$ cat config.mk
export PLATFORM = sky130hd
export DESIGN_NAME = load_store_unit
export DESIGN_NICKNAME = d
export VERILOG_FILES = /design/src/rtl/lsu_pkg.sv /design/src/rtl/load_store_unit_load_align.sv /design/src/rtl/load_store_unit.sv
export SDC_FILE = /design/constraint.sdc
export NUM_CORES = 1
export LEC_CHECK = 0
export ABC_AREA = 1
export BUFFER_PORTS_ARGS = -buffer_cell sky130_fd_sc_hd__buf_2
export CAP_MARGIN = 20
export CORE_MARGIN = 4
export CORE_UTILIZATION = 40
export DETAILED_ROUTE_END_ITERATION = 10
export PLACE_DENSITY_LB_ADDON = 0.15
export RECOVER_POWER = 100
export SYNTH_ARGS = -nofsm -noshare
export SYNTH_HDL_FRONTEND = slang
export SYNTH_HIERARCHICAL = 1
export SYNTH_SLANG_ARGS = --single-unit
export TNS_END_PERCENT = 10
$ cat constraint.sdc
create_clock -name clk -period 1.4 [get_ports clk]
set_input_delay 0.42 -clock clk [delete_from_list [all_inputs] [get_ports clk]]
set_output_delay 0.42 -clock clk [all_outputs]
set_load 0.01 [all_outputs]
$ cat src/rtl/lsu_pkg.sv
// Shared opcode/funct3 codes, FSM state type and store-lane helpers for the load/store unit.
package lsu_pkg;

  localparam logic [6:0] OPC_LOAD  = 7'b0000011;
  localparam logic [6:0] OPC_STORE = 7'b0100011;

  localparam logic [2:0] F3_B  = 3'b000;
  localparam logic [2:0] F3_H  = 3'b001;
  localparam logic [2:0] F3_W  = 3'b010;
  localparam logic [2:0] F3_BU = 3'b100;
  localparam logic [2:0] F3_HU = 3'b101;

  typedef enum logic [1:0] {IDLE, REQ, WAIT, WB} lsu_state_t;

  typedef struct packed {
    logic [3:0]  wstrb;
    logic [31:0] wdata;
  } store_lanes_t;

  // size is funct3[1:0]: 00 byte, 01 half, anything else a full word
  function automatic store_lanes_t store_lanes(input logic [1:0]  size,
                                               input logic [1:0]  off,
                                               input logic [31:0] d);
    store_lanes_t s;
    case (size)
      2'b00: begin
        s.wstrb = 4'b0001 << off;
        s.wdata = {4{d[7:0]}};
      end
      2'b01: begin
        s.wstrb = off[1] ? 4'b1100 : 4'b0011;
        s.wdata = {2{d[15:0]}};
      end
      default: begin
        s.wstrb = 4'b1111;
        s.wdata = d;
      end
    endcase
    return s;
  endfunction

  function automatic logic is_misaligned(input logic [1:0] size, input logic [1:0] off);
    return ((size == 2'b01) && off[0]) || ((size == 2'b10) && (off != 2'b00));
  endfunction

endpackage

$ cat src/rtl/load_store_unit_load_align.sv
// Combinational load-data aligner: picks the addressed byte/half out of the read word and extends it.
module load_align
  import lsu_pkg::*;
(
  input  logic [31:0] rdata,
  input  logic [1:0]  off,
  input  logic [2:0]  funct3,
  output logic [31:0] result
);

  logic [7:0]  sel_b;
  logic [15:0] sel_h;

  // NOTE: every output gets a default before the case so no latch is inferred.
  always_comb begin
    sel_b  = rdata[{off, 3'b000} +: 8];
    sel_h  = rdata[{off[1], 4'b0000} +: 16];
    result = rdata;
    case (funct3)
      F3_B:    result = {{24{sel_b[7]}}, sel_b};
      F3_BU:   result = {24'd0, sel_b};
      F3_H:    result = {{16{sel_h[15]}}, sel_h};
      F3_HU:   result = {16'd0, sel_h};
      default: result = rdata;
    endcase
  end

endmodule

$ cat src/rtl/load_store_unit.sv
// Multi-cycle load/store stage: issues one data-memory request per load/store and writes loads back.
// Optional build macro LSU_MISALIGN_TRAP_EN: misaligned half/word accesses raise misalign instead.
module load_store_unit
  import lsu_pkg::*;
#(
  parameter int unsigned TIMEOUT_CYCLES = 256
) (
  input  logic        clk,
  input  logic        rst,
  input  logic        req_valid,
  output logic        req_ready,
  input  logic [31:0] instr,
  input  logic [31:0] addr,
  input  logic [31:0] store_data,
  input  logic [4:0]  rd_id,
  output logic        mem_req_valid,
  input  logic        mem_req_ready,
  output logic        mem_we,
  output logic [31:0] mem_addr,
  output logic [3:0]  mem_wstrb,
  output logic [31:0] mem_wdata,
  input  logic        mem_rsp_valid,
  input  logic [31:0] mem_rdata,
  output logic        wb_en,
  output logic [4:0]  wb_rd_id,
  output logic [31:0] wb_data,
  output logic        busy,
  output logic        bus_err
`ifdef LSU_MISALIGN_TRAP_EN
  ,
  output logic        misalign
`endif
);

  localparam int unsigned CW = (TIMEOUT_CYCLES > 2) ? $clog2(TIMEOUT_CYCLES) : 1;
  localparam logic [CW-1:0] CNT_LAST = CW'((TIMEOUT_CYCLES == 0) ? 0 : TIMEOUT_CYCLES - 1);
  localparam bit TO_EN = (TIMEOUT_CYCLES != 0);

  lsu_state_t    state;
  logic [CW-1:0] cnt;
  logic [2:0]    ld_f3;
  logic [1:0]    ld_off;
  logic [4:0]    ld_rd;

  logic [6:0]    opcode;
  logic [2:0]    funct3;
  logic          is_load;
  logic          is_store;
  store_lanes_t  req_lanes;
  logic [31:0]   load_result;
  logic          unused_instr_bits;

  assign opcode            = instr[6:0];
  assign funct3            = instr[14:12];
  assign is_load           = (opcode == OPC_LOAD);
  assign is_store          = (opcode == OPC_STORE);
  assign req_lanes         = store_lanes(funct3[1:0], addr[1:0], store_data);
  assign unused_instr_bits = ^{instr[31:15], instr[11:7]};

  assign req_ready     = (state == IDLE);
  assign busy          = (state != IDLE);
  assign mem_req_valid = (state == REQ);

  load_align u_load_align (
    .rdata  (mem_rdata),
    .off    (ld_off),
    .funct3 (ld_f3),
    .result (load_result)
  );

  // NOTE: all state uses non-blocking assignments so every flop sees pre-edge values.
  always_ff @(posedge clk) begin
    if (rst) begin
      state     <= IDLE;
      cnt       <= '0;
      ld_f3     <= '0;
      ld_off    <= '0;
      ld_rd     <= '0;
      mem_we    <= 1'b0;
      mem_addr  <= '0;
      mem_wstrb <= '0;
      mem_wdata <= '0;
      wb_en     <= 1'b0;
      wb_rd_id  <= '0;
      wb_data   <= '0;
      bus_err   <= 1'b0;
`ifdef LSU_MISALIGN_TRAP_EN
      misalign  <= 1'b0;
`endif
    end else begin
      wb_en   <= 1'b0;
      bus_err <= 1'b0;
`ifdef LSU_MISALIGN_TRAP_EN
      misalign <= 1'b0;
`endif
      case (state)
        IDLE: begin
          if (req_valid && (is_load || is_store)) begin
`ifdef LSU_MISALIGN_TRAP_EN
            if (is_misaligned(funct3[1:0], addr[1:0])) begin
              misalign <= 1'b1;
            end else begin
`else
            begin
`endif
              // Latch everything now; upstream is free to move on while we are busy.
              state     <= REQ;
              mem_we    <= is_store;
              mem_addr  <= {addr[31:2], 2'b00};
              mem_wstrb <= is_store ? req_lanes.wstrb : 4'b0000;
              mem_wdata <= is_store ? req_lanes.wdata : 32'd0;
              ld_f3     <= funct3;
              ld_off    <= addr[1:0];
              ld_rd     <= rd_id;
            end
          end
        end
        REQ: begin
          if (mem_req_ready) begin
            state <= mem_we ? IDLE : WAIT;
            cnt   <= '0;
          end
        end
        WAIT: begin
          if (mem_rsp_valid) begin
            state    <= WB;
            wb_en    <= (ld_rd != 5'd0);
            wb_rd_id <= ld_rd;
            wb_data  <= load_result;
          end else if (TO_EN && (cnt == CNT_LAST)) begin
            state   <= IDLE;
            bus_err <= 1'b1;
          end else begin
            cnt <= cnt + CW'(1);
          end
        end
        WB: begin
          state    <= IDLE;
          wb_rd_id <= '0;
          wb_data  <= '0;
        end
        default: state <= IDLE;
      endcase
    end
  end

endmodule

# After elaboration in Yosys (flattened, before gate mapping)
# Index checks and enable logic that the tools add are counted.
[word_totals]
register_bits = 126
in_bits = 138
out_inout_bits = 111
wordCells = 70
[op_classes]
addsub = 1
n_eq_ne = 16
shift = 3
n_mux = 20
n_bitwise = 2
reduce_logical = 15
[op_table]
columns = ["operator", "count"]
rows = [
  ["$pmux 32 s4", 1],
  ["$pmux 36 s2", 1],
  ["$mux 32", 2],
  ["$pmux 32 s2", 1],
  ["$shiftx 32x6->16", 1],
  ["$shiftx 32x6->8", 1],
  ["$mux 8", 3],
  ["$pmux 8 s2", 1],
  ["$mux 2", 5],
  ["$pmux 5 s2", 1],
  ["$add 8x1->8 const B", 1],
  ["$eq 8x8->1 const B", 1],
  ["$mux 4", 2],
  ["$pmux 2 s4", 1],
  ["$eq 7x2->1 const B", 1],
  ["$eq 7x6->1 const B", 1],
  ["$eq 3x3->1 const B", 2],
  ["$ne 2x2->1 const B", 3],
  ["$reduce_bool 2->1", 3],
  ["$reduce_or 3->1", 2],
  ["$mux 5", 1],
  ["$reduce_bool 5->1", 1],
  ["$eq 2x1->1 const B", 2],
  ["$eq 2x2->1 const B", 2],
  ["other kinds (13)", 17],
]

# Longest topological paths before layout
[logic_depth]
word_depth = 5
mapped_depth = 10
mapped_depth_nobuf = 9

# Modules after synthesis
# The synthesis kept the hierarchy.
[modules_own_cells]
columns = ["mod", "instances", "cells_each", "area_each_um2", "seq_area_each_um2"]
rows = [
  ["load_store_unit", 1, 744, 5397.7, 2522.4],
  ["load_align", 1, 169, 872.1, 0.0],
]

# Least setup slack after synthesis
# No wires, ideal clock.
[synth_path]
path_type = "in2reg"
from = "input port instr[13]"
to = "register mem_wdata[10]"
setup_ns = 0.140
t_arrival_ns = 1.231
t_required_ns = 1.260
setup_slack_ns = 0.029
cell_stages = 8
path_buffers = 2
path_cell_list = "clkbuf_2 nor2_1 buf_2 nand2_1 o21ai_0 nor2_1 nand2_1 a21oi_1"
[synth_between]
elab_chain_len = 3
word_cells_on_any_way = 4
classes_between = "1 x eq/ne; 2 x mux; 1 x reduce/logical"
[synth_rtl]
columns = ["item", "line", "text"]
rows = [
  ["start, declared", "load_store_unit.sv:12", "input logic [31:0] instr,"],
  ["$eq 2x1->1 or $logic_not 2->1 (tied branches)", "lsu_pkg.sv:25", "case (size)"],
  ["$pmux 36 s2 *", "lsu_pkg.sv:25", ""],
  ["$mux 32 *", "load_store_unit.sv:111", "mem_wdata <= is_store ? req_lanes.wdata : 32'd0;"],
  ["end signal, assigned", "load_store_unit.sv:111", ""],
  ["end, declared", "load_store_unit.sv:21", "output logic [31:0] mem_wdata,"],
]
# Every way passes the cells marked *; elsewhere a longest branch is shown, timed or not.
# A chain may end at the register's enable or synchronous reset.

# Worst setup path in the final report
[layout_path]
from = "register state[1]"
to = "output port busy"
[layout_between]
elab_chain_len = 1
[layout_rtl]
columns = ["item", "line", "text"]
rows = [
  ["start, declared", "load_store_unit.sv:39", "lsu_state_t state;"],
  ["start signal, assigned", "load_store_unit.sv:120", "state <= mem_we ? IDLE : WAIT;"],
  ["$reduce_bool 2->1", "load_store_unit.sv:61", "assign busy = (state != IDLE);"],
  ["end, declared", "load_store_unit.sv:27", "output logic busy,"],
]
# Every way passes these cells.

==> results.yml <==
clocking:
  cts_max_level: 4
  ctsRootBufferMaster: "clkbuf_16"
  numCtsBuffers: 17
  holdBufCountCts: 0
  cts_tree: "built"
  cts.path.max_buffers: 2
  clock-sinks: 126
  clk_latency_ns: 0.41
  clk_pin_slew_worst_paths_ns: 0.06
outcome:
  violations: "setup timing"
  status: "finished, violations left"
global_routing:
  grt_usage_pct: 20.6
  first_global_vias: 6239
  antenna_found_initial: 1
  grt_first_pass_wirelength_mm: 30.3
  grt-ovfl-total: 0
  grt_max_degree: 60
cells_and_area:
  fillCellCount: 1610
  layout-drive-gt1-share_pct: 26.4
  area_delta_synth_final_pct: 34.4
  antenna_cells: 0
  final_nets: 1284
  final_core_util_pct: 55.2
pwr:
  leakagePower_nw: 3.72
  peakVddDrop_uv: 964
  p_per_area_nw_per_um2: 1130
setup_path:
  worstPathArrival_ns: 1.12
  crit_required_ns: 0.98
  end_kind: "output port"
  slowest_stage: "dfxtp_4"
  worst-path-max-fanout: 4
  start_kind: "flop"
  worst_path_most_repeated_cell: "buf_6"
  path_cells: "nor2_4 > buf_6 > inv_2 > buf_6"
  cpPeakStageDelay_ns: 0.37
  path_class: "reg -> out"
sta:
  min_period_ns: 1.54
  setup_viol: 8
  finalClockSkew_ns: 0.00908
  timing.final.ws_setup_ns: -0.144
  post-route-period-util_pct: 110
  rsz0062_at_grt: "true"
  hold_viol: 0
  slew_violations: 0
  fmax_ghz: 0.648
synthesis:
  synth_most_common_cell: "nand2_1"
  ys_seq_elements: 126
  synth_top_area_share_pct: 40.2
  syn-cell-area_um2: 6270
  synth_ff_type: "dfxtp_1"
  synthArstFlopShare_pct: 0
  yosys.area.top_type: "dfxtp_1"
  synth_edf_count: 0
  seq_area_frac_synth_pct: 40.2
  syn_area_per_cell_um2: 6.87
  yosysWarningCount: 6
  syn_inst: 913
  synthTopCellsByCount: "223 x nand2_1, 126 x dfxtp_1, 125 x nor2_1, 116 x nand3_1"
  yosysUniqueCellTypes: 36
  netlist_top_cells_area: "dfxtp_1 40%, nand2_1 13%, nand3_1 9.3%"
die:
  die_h_um: 133
  start_util_pct: 41.1
  num_io_pins: 249
  die_x_um: 133
  coreArea_um2: 15300
  die-area_um2: 17700
  placement_rows: 45
placed_design:
  place_congestion: 0.872
  io_buffers: 224
  pre_cts_slack_ns: -0.190
  dpl.hpwl_mm: 13.6
drt:
  drtAntennaViolNets: 0
  drt_iter0_markers: 391
  dr.pass1.iters: 5
  via_count: 6529
  drc: 0
  drt-wirelength-per-cell_um: 13.6
  totalWireLength_mm: 18.6
  vias_per_cell: 4.77
job:
  max-cap-violations: 0
min_path:
  hp-class: "in -> reg"
## sequential cells by signal, summed over array words and instances, names as in the netlist
signal,flops
wb_data,32
cnt,8
ld_f3,3
bus_err,1
wb_rd_id,5
ld_off,2
wb_en,1
mem_wstrb,4
mem_we,1
mem_wdata,32
ld_rd,5
mem_addr,30
state,2
## power by group
group | internal [mW] | switching [mW]
Sequential | 3.64 | 0.0412
Combinational | 0.470 | 0.627
Clock | 3.12 | 1.62
Total | 7.23 | 2.29
## cell type report
cell class                 instances  area (um^2)  area share (%)
multi-input combinational        657         3180            37.8
sequential                       126         2540            30.1
timing repair buffer             270         1520            18.1
clock buffer                      22          474            5.63
inverter                          73          284            3.37
tap                              211          264            3.13
clock inverter                     9          158            1.87
## routing by layer
| layer | wire, um | vias up | GRT usage [%] |
|---|---|---|---|
| met5 | 12 | - | 0 |
| met4 | 280 | 2 | 6.06 |
| met3 | 1500 | 23 | 6.80 |
| met2 | 8490 | 187 | 32.6 |
| met1 | 8320 | 2919 | 26.9 |
| li1 | - | 3398 | - |
## critical path, delay by kind of cell (launching register included)
kind | cells | cell delay [ns]
flops | 1 | 0.37
buf+inv | 3 | 0.24
simple gates | 1 | 0.10
## cell families (layout without fill, tap and decap cells)
| logic type | after synthesis | count (layout) | synth area share (%) |
|---|---|---|---|
| AOI/OAI and AO/OA | 125 | 125 | 10.7 |
| adders and majority gates | 1 | 1 | 0.200 |
| buffers and inverters | 131 | 374 | 9.96 |
| DFF | 126 | 126 | 40.2 |
| other | 1 | 2 | 0.0598 |
| and+or+nand+nor | 529 | 529 | 38.8 |
## what timing repair did
action	in CTS	in global routing
buffers inserted	2	0
pin swaps	1	1
endpoints found under the setup margin	9	51
resized for setup	10	27
## stage by stage
| step | setup TNS (ns) | hold WS (ns) | power [mW] | instance area [um^2] | std cells |
|---|---|---|---|---|---|
| 2_1_floorplan | 0 | 0.439 | 4.33 | 6270 | 914 |
| 3_3_place_gp | -10.44 | 0.452 | 4.81 | 7820 | 1336 |
| 3_5_place_dp | -11.13 | 0.452 | 4.82 | 7820 | 1336 |
| 4_1_cts | -0.460 | 0.243 | 9.65 | 8490 | 1368 |
| 5_1_grt | -9.07 | 0.250 | 9.93 | 8430 | 1368 |
| 6_report | -0.444 | 0.259 | 9.52 | 8430 | 1368 |
## cells in the final DEF, fill, tap and decap left out, types with 2 or more instances in the layout
master / instances
nand2_1: 217
nand2_2: 8
or2_2: 11
nand3_1: 115
dfxtp_2: 5
dfxtp_1: 118
buf_12: 11
o21ai_2: 2
buf_2: 116
buf_4: 31
o21ai_0: 67
a21oi_1: 43
bufinv_16: 4
buf_6: 4
nor2_4: 3
clkbuf_1: 89
nand4_1: 6
clkbuf_8: 4
clkinvlp_4: 2
inv_2: 6
dfxtp_4: 3
nand2_4: 2
nand3_2: 32
clkbuf_16: 17
clkbuf_2: 19
nor2_1: 122
a21oi_2: 10
conb_1: 2
nor2_2: 5
o211ai_1: 2
nor3_1: 2
inv_1: 65
## final timing paths
kind	start	to	slack (ns)	cells past startpoint
max	state[1]	busy	-0.14	4
min	addr[12]	mem_addr[12]	0.26	3
max reg2reg	state[1]	mem_wdata[15]	-0.02	7
min reg2reg	wb_data[2]	wb_data[2]	0.46	2
Power figures use the tool's default switching activity.
